$ cat src/rtl/stage2_relu_maxpool_pkg.sv
// Shared sizing defaults and pooling-phase helper for the stage-2 ReLU + 2x2 max-pool post-processor.
// The phase is decoded from the pixel's column and row parity only.
package stage2_relu_maxpool_pkg;

  localparam int ST2_ACI_BW     = 26;
  localparam int ST2_BIAS_BW    = 16;
  localparam int ST2_POOL_OBW   = 16;
  localparam int ST2_POOL_SHIFT = 4;
  localparam int ST2_POOL_W     = 8;
  localparam int ST2_POOL_H     = 8;

  typedef enum logic [1:0] {
    PH_HOLD,
    PH_ROW,
    PH_EMIT
  } pool_ph_e;

  // Even column: stash the left pixel. Odd column: fold into the row buffer (even row) or emit (odd row).
  function automatic pool_ph_e pool_phase(input logic x_odd, input logic y_odd);
    if (!x_odd) return PH_HOLD;
    return y_odd ? PH_EMIT : PH_ROW;
  endfunction

endpackage

$ cat src/rtl/stage2_bias_relu.sv
// Bias add (S1), then ReLU/shift/saturate (S2); 2-cycle latency, no backpressure.
// Clear or reset drops both pipeline valids; the data registers are never cleared.
module stage2_bias_relu #(
  parameter int ACI_BW  = 26,
  parameter int BIAS_BW = 16,
  parameter int OBW     = 16,
  parameter int SHIFT   = 4
) (
  input  logic                      clk,
  input  logic                      reset_n,
  input  logic                      clear,
  input  logic                      in_vld,
  input  logic signed [ACI_BW-1:0]  acc,
  input  logic signed [BIAS_BW-1:0] bias,
  output logic                      out_vld,
  output logic [OBW-1:0]            out_dat
);

  localparam int SW = ACI_BW + 1;
  localparam logic [SW-1:0] SAT = {{(SW - OBW + 1){1'b0}}, {(OBW - 1){1'b1}}};

  logic                 s1_vld;
  logic signed [SW-1:0] s1_sum;
  logic signed [SW-1:0] sum;
  logic signed [SW-1:0] shifted;
  logic [OBW-1:0]       relu_sat;

  always_comb begin
    sum      = {acc[ACI_BW-1], acc} + {{(SW - BIAS_BW){bias[BIAS_BW-1]}}, bias};
    shifted  = s1_sum >>> SHIFT;
    relu_sat = '0;
    if (s1_sum[SW-1])
      relu_sat = '0;
    else if ($unsigned(shifted) > SAT)
      relu_sat = SAT[OBW-1:0];
    else
      relu_sat = shifted[OBW-1:0];
  end

  always_ff @(posedge clk) begin
    if (!reset_n || clear) begin
      s1_vld  <= 1'b0;
      out_vld <= 1'b0;
    end else begin
      s1_vld  <= in_vld;
      out_vld <= s1_vld;
    end
  end

  always_ff @(posedge clk) begin
    if (in_vld) s1_sum <= sum;
    if (s1_vld) out_dat <= relu_sat;
  end

endmodule

$ cat src/rtl/stage2_relu_maxpool.sv
// Per-channel bias + ReLU + 2x2/stride-2 max pool over a raster stream; 3-cycle input-to-output latency.
// No backpressure: input may be gapped, one pooled pulse per completed window.
module stage2_relu_maxpool
  import stage2_relu_maxpool_pkg::*;
#(
  parameter int ACI_BW  = ST2_ACI_BW,
  parameter int BIAS_BW = ST2_BIAS_BW,
  parameter int OBW     = ST2_POOL_OBW,
  parameter int SHIFT   = ST2_POOL_SHIFT,
  parameter int FMAP_W  = ST2_POOL_W,
  parameter int FMAP_H  = ST2_POOL_H
) (
  input  logic                      clk,
  input  logic                      reset_n,
  input  logic                      i_clear,
  input  logic                      i_in_valid,
  input  logic signed [ACI_BW-1:0]  i_ot_ci_acc,
  input  logic signed [BIAS_BW-1:0] i_bias,
  output logic                      o_ot_valid,
  output logic [OBW-1:0]            o_ot_pool,
  output logic                      o_frame_done
);

  localparam int HW = (FMAP_W > 2) ? $clog2(FMAP_W / 2) : 1;
  localparam int XW = HW + 1;
  localparam int YW = (FMAP_H > 2) ? $clog2(FMAP_H) : 1;
  localparam logic [XW-1:0] X_LAST = XW'(FMAP_W - 1);
  localparam logic [YW-1:0] Y_LAST = YW'(FMAP_H - 1);

  logic           s2_vld;
  logic [OBW-1:0] s2_dat;
  logic [XW-1:0]  x;
  logic [YW-1:0]  y;
  logic [HW-1:0]  col;
  logic [OBW-1:0] hold;
  logic [OBW-1:0] rowbuf [FMAP_W/2];
  logic [OBW-1:0] pair_max;
  pool_ph_e       phase;

  function automatic logic [OBW-1:0] umax(input logic [OBW-1:0] a, input logic [OBW-1:0] b);
    return (a > b) ? a : b;
  endfunction

  stage2_bias_relu #(
    .ACI_BW (ACI_BW),
    .BIAS_BW(BIAS_BW),
    .OBW    (OBW),
    .SHIFT  (SHIFT)
  ) u_bias_relu (
    .clk    (clk),
    .reset_n(reset_n),
    .clear  (i_clear),
    .in_vld (i_in_valid),
    .acc    (i_ot_ci_acc),
    .bias   (i_bias),
    .out_vld(s2_vld),
    .out_dat(s2_dat)
  );

  always_comb begin
    col      = x[XW-1:1];
    phase    = pool_phase(x[0], y[0]);
    pair_max = umax(hold, s2_dat);
  end

  // hold and rowbuf need no reset: each slot is written before its first read in a frame.
  always_ff @(posedge clk) begin
    if (s2_vld) begin
      case (phase)
        PH_HOLD: hold <= s2_dat;
        PH_ROW:  rowbuf[col] <= pair_max;
        default: ;
      endcase
    end
  end

  always_ff @(posedge clk) begin
    if (!reset_n) begin
      x            <= '0;
      y            <= '0;
      o_ot_valid   <= 1'b0;
      o_frame_done <= 1'b0;
      o_ot_pool    <= '0;
    end else if (i_clear) begin
      x            <= '0;
      y            <= '0;
      o_ot_valid   <= 1'b0;
      o_frame_done <= 1'b0;
    end else begin
      o_ot_valid   <= 1'b0;
      o_frame_done <= 1'b0;
      if (s2_vld) begin
        if (x == X_LAST) begin
          x <= '0;
          y <= (y == Y_LAST) ? '0 : y + 1'b1;
        end else begin
          x <= x + 1'b1;
        end
        if (phase == PH_EMIT) begin
          o_ot_pool    <= umax(rowbuf[col], pair_max);
          o_ot_valid   <= 1'b1;
          o_frame_done <= (x == X_LAST) && (y == Y_LAST);
        end
      end
    end
  end

endmodule

$ cat config.mk
export PLATFORM = sky130hd
export DESIGN_NAME = stage2_relu_maxpool
export DESIGN_NICKNAME = d
export VERILOG_FILES = /design/src/rtl/stage2_relu_maxpool_pkg.sv /design/src/rtl/stage2_bias_relu.sv /design/src/rtl/stage2_relu_maxpool.sv
export SDC_FILE = /design/constraint.sdc
export NUM_CORES = 1
export LEC_CHECK = 0
export CELL_PAD_IN_SITES_DETAIL_PLACEMENT = 0
export CELL_PAD_IN_SITES_GLOBAL_PLACEMENT = 1
export CORE_ASPECT_RATIO = 0.9
export CORE_MARGIN = 4
export CORE_UTILIZATION = 45
export CTS_CLUSTER_DIAMETER = 120
export DETAILED_ROUTE_END_ITERATION = 7
export GPL_TIMING_DRIVEN = 0
export PLACE_DENSITY = 0.74
export SLEW_MARGIN = 20
export SYNTH_ARGS = -nofsm -noshare
export SYNTH_HDL_FRONTEND = slang
export SYNTH_SLANG_ARGS = --single-unit
export TNS_END_PERCENT = 100
$ cat constraint.sdc
create_clock -name clk -period 8.6 [get_ports clk]
set_clock_uncertainty 0.2 [all_clocks]
set_input_delay 0.86 -clock clk [delete_from_list [all_inputs] [get_ports clk]]
set_output_delay 0.86 -clock clk [all_outputs]
set_load 0.01 [all_outputs]
==> flow_summary.toml <==
[status]
status = "finished clean"

[setup_path]
crit_type = "register to register"
cp-end-kind = "register"
cp.arrival_ns = 5.16
crit_path_start_kind = "register"
cp_max_fo = 10
required_ns = 8.68

[floorplanning]
die_area_sq_mm = 0.01884
die_w_um = 144.3
ios = 64
coreArea_sq_mm = 0.01624
row_count = 44
initial_core_util = 0.4629
die_h_um = 130.6

[clocking]
cts_tree = "done"
clk_latency_ns = 0.42
cts_buffer_depth = 2
cts_resized = 0
clk_pin_slew_ns = 0.06
h-tree-depth = 4
cts_hold_buf = 0
cts.sinks = 147
cts_setup_buffers = 0
cts_buffers = 17
root_buffer = "clkbuf_16"

[timing]
slew_violations = 0
slew_headroom = 0.3643
tns_ns = 0
tightest_slew_ns = 0.9535
period_share = 0.5914
rsz0062_at_grt = "no"
finalCriticalPeriod_ns = 5.086
hold_viol = 0
fmax_mhz = 196.6
setup_viol = 0

[synth]
synth.area.top_cells = "edfxtp_1 (48%), ha_1 (10%), dfxtp_1 (7.5%)"
synthesis.area_sq_mm = 0.007518
yosys.area.top_type = "edfxtp_1"
synth_common_cells = "edfxtp_1 (119), nor2_1 (62), ha_1 (61)"
synth_nets = 723
synthCells = 616
avgSynthCellArea_sq_um = 12.21
synth.most_common_cell = "edfxtp_1"
yosysWarnings = 0
ys_ff_latch = 147
synth_top_cell_area_share = 0.4753
synth-main-ff-cell = "edfxtp_1"
ys_types = 59
yosysSeqAreaShare = 0.5498
synth_edf_count = 119
synthArstFlopShare = 0

[power_and_ir_drop]
seqPwrFrac = 0.501
p_switching_uw = 383.0
power_density_mw_per_mm2 = 180.9
finalPower_uw = 1627
clockPowerShare = 0.387
power_leakage_uw = 0.003461
ir_worst_vdd_v = 0.0001619
p_int_uw = 1244
pwr-share-comb = 0.113
switching_share = 0.2354

[finish]
seqCellArea_sq_mm = 0.004134
final_nets = 813
drive_gt1_frac = 0.09736
fillers = 1366
area_delta_synth_final_pct = 19.59
multi_input_comb_area_sq_mm = 0.003087

[global_routing]
grt_max_degree = 25
grt_pass1_wl_mm = 25.96
grt_antenna_before_repair = 0
grt-ovfl-total = 0
grt_pass1_vias = 5076
grt_usage = 0.1797

[route]
ant_nets = 0
dr.pass1.iters = 4
drtIter0Drc = 329
via_per_inst = 5.579
drcViolationCount = 0
wl_per_cell_um = 17.14
wl_mm = 15.89
vias = 5172

[place]
dpl.hpwl_mm = 12.03
gp_congestion = 0.8298
port_buffers = 63

[worst_hold_path]
hold_class = "register to register"

[flow_run]
cap_violations = 0
-- placed cells by master, fill, tap and decap left out, drive strengths merged, types with 7 or more instances in the layout --
master         count
mux4              15
nand2             41
ha                61
nor4               8
clkbuf            35
nand3             10
o21ai             11
clkinv            11
xnor2              9
a21oi             34
inv               58
edfxtp           119
dfxtp             28
nor2              62
buf               13
a21o              12
nand4             14
o221ai            16
clkdlybuf4s50     62
mux2i             21
o211ai             7
-- flip-flops by register name, indices dropped and copies added, names as in the netlist, named ones only --
name                 count
u_bias_relu.s1_vld       1
rowbuf                  64
u_bias_relu.s1_sum      23
o_ot_valid               1
o_frame_done             1
y                        3
u_bias_relu.out_dat     16
x                        3
hold                    16
o_ot_pool               16
u_bias_relu.out_vld      1
-- worst max-delay path: stages (launching register included) --
cell and delay [ns]:
edfxtp_1 0.38, inv_1 0.06, ha_1 0.30, nand4_1 0.20, a2111o_1 0.44, a31oi_4 0.40
buf_8 0.22, mux2i_1 0.43, ha_1 0.23, nand4_1 0.24, a2111oi_2 0.42, a211oi_1 0.19
o21ai_1 0.55, clkbuf_1 0.51, o221ai_1 0.18
-- cell type report --
type | instances | share of cell area
multi-input cells | 391 | 0.3433
diodes | 1 | 0.0002783
well taps | 207 | 0.02881
inverters | 58 | 0.02421
clock inverters | 13 | 0.007793
plain buffers | 20 | 0.01085
flip-flops and latches | 147 | 0.4598
repair buffers | 71 | 0.07682
clock buffers | 19 | 0.04815
-- layer usage --
layer / up-vias / global-route usage / share of wire
met5: - / 0 / 0
met4: 0 / 0.06308 / 0.014
met3: 19 / 0.03421 / 0.046
met2: 115 / 0.2761 / 0.45
met1: 2521 / 0.2578 / 0.49
li1: 2517 / - / -
-- metrics by stage --
| step | instances | utilization | worst slack (ns) | instance area [sq um] | hold WS, ns |
|---|---|---|---|---|---|
| after global routing | 926 | 0.5535 | 3.033 | 8989 | 0.2974 |
| final | 927 | 0.5536 | 3.514 | 8991 | 0.2655 |
| after floorplan | 616 | - | 4.597 | 7518 | 0.2400 |
| after global placement | 886 | 0.5177 | 3.576 | 8408 | 0.2459 |
| after detailed placement | 894 | 0.5228 | 3.540 | 8491 | 0.2504 |
| after CTS | 926 | 0.5538 | 3.492 | 8994 | 0.2636 |
-- final timing paths --
kind / startpoint / end / slack, ns / depth (start not counted)
worst max-delay path: u_bias_relu.out_dat[11] / o_ot_pool[11] / 3.51 / 14
worst min register to register: o_ot_pool[7] / o_ot_pool[7] / 0.27 / 2
worst max register to register: u_bias_relu.out_dat[11] / o_ot_pool[11] / 3.51 / 14
worst min-delay path: o_ot_pool[7] / o_ot_pool[7] / 0.27 / 2
-- cells by family after synthesis --
group	synth area share
other	0.0004988
AO/OA/AOI/OAI	0.1130
multiplexers	0.07738
buffers and inverters	0.04194
flip-flops	0.5498
AND/OR/NAND/NOR	0.1018
XOR/XNOR	0.01398
adder cells (fa/ha/maj)	0.1015
-- power groups by stage --
stage,registers (uW),clock network [uW],logic (uW)
5_1_grt,816,674,207
4_1_cts,815,644,184
6_report,814,629,184
2_1_floorplan,823,0,124
3_5_place_dp,829,0,183
3_3_place_gp,829,0,178
(Power assumes the default switching activity.)
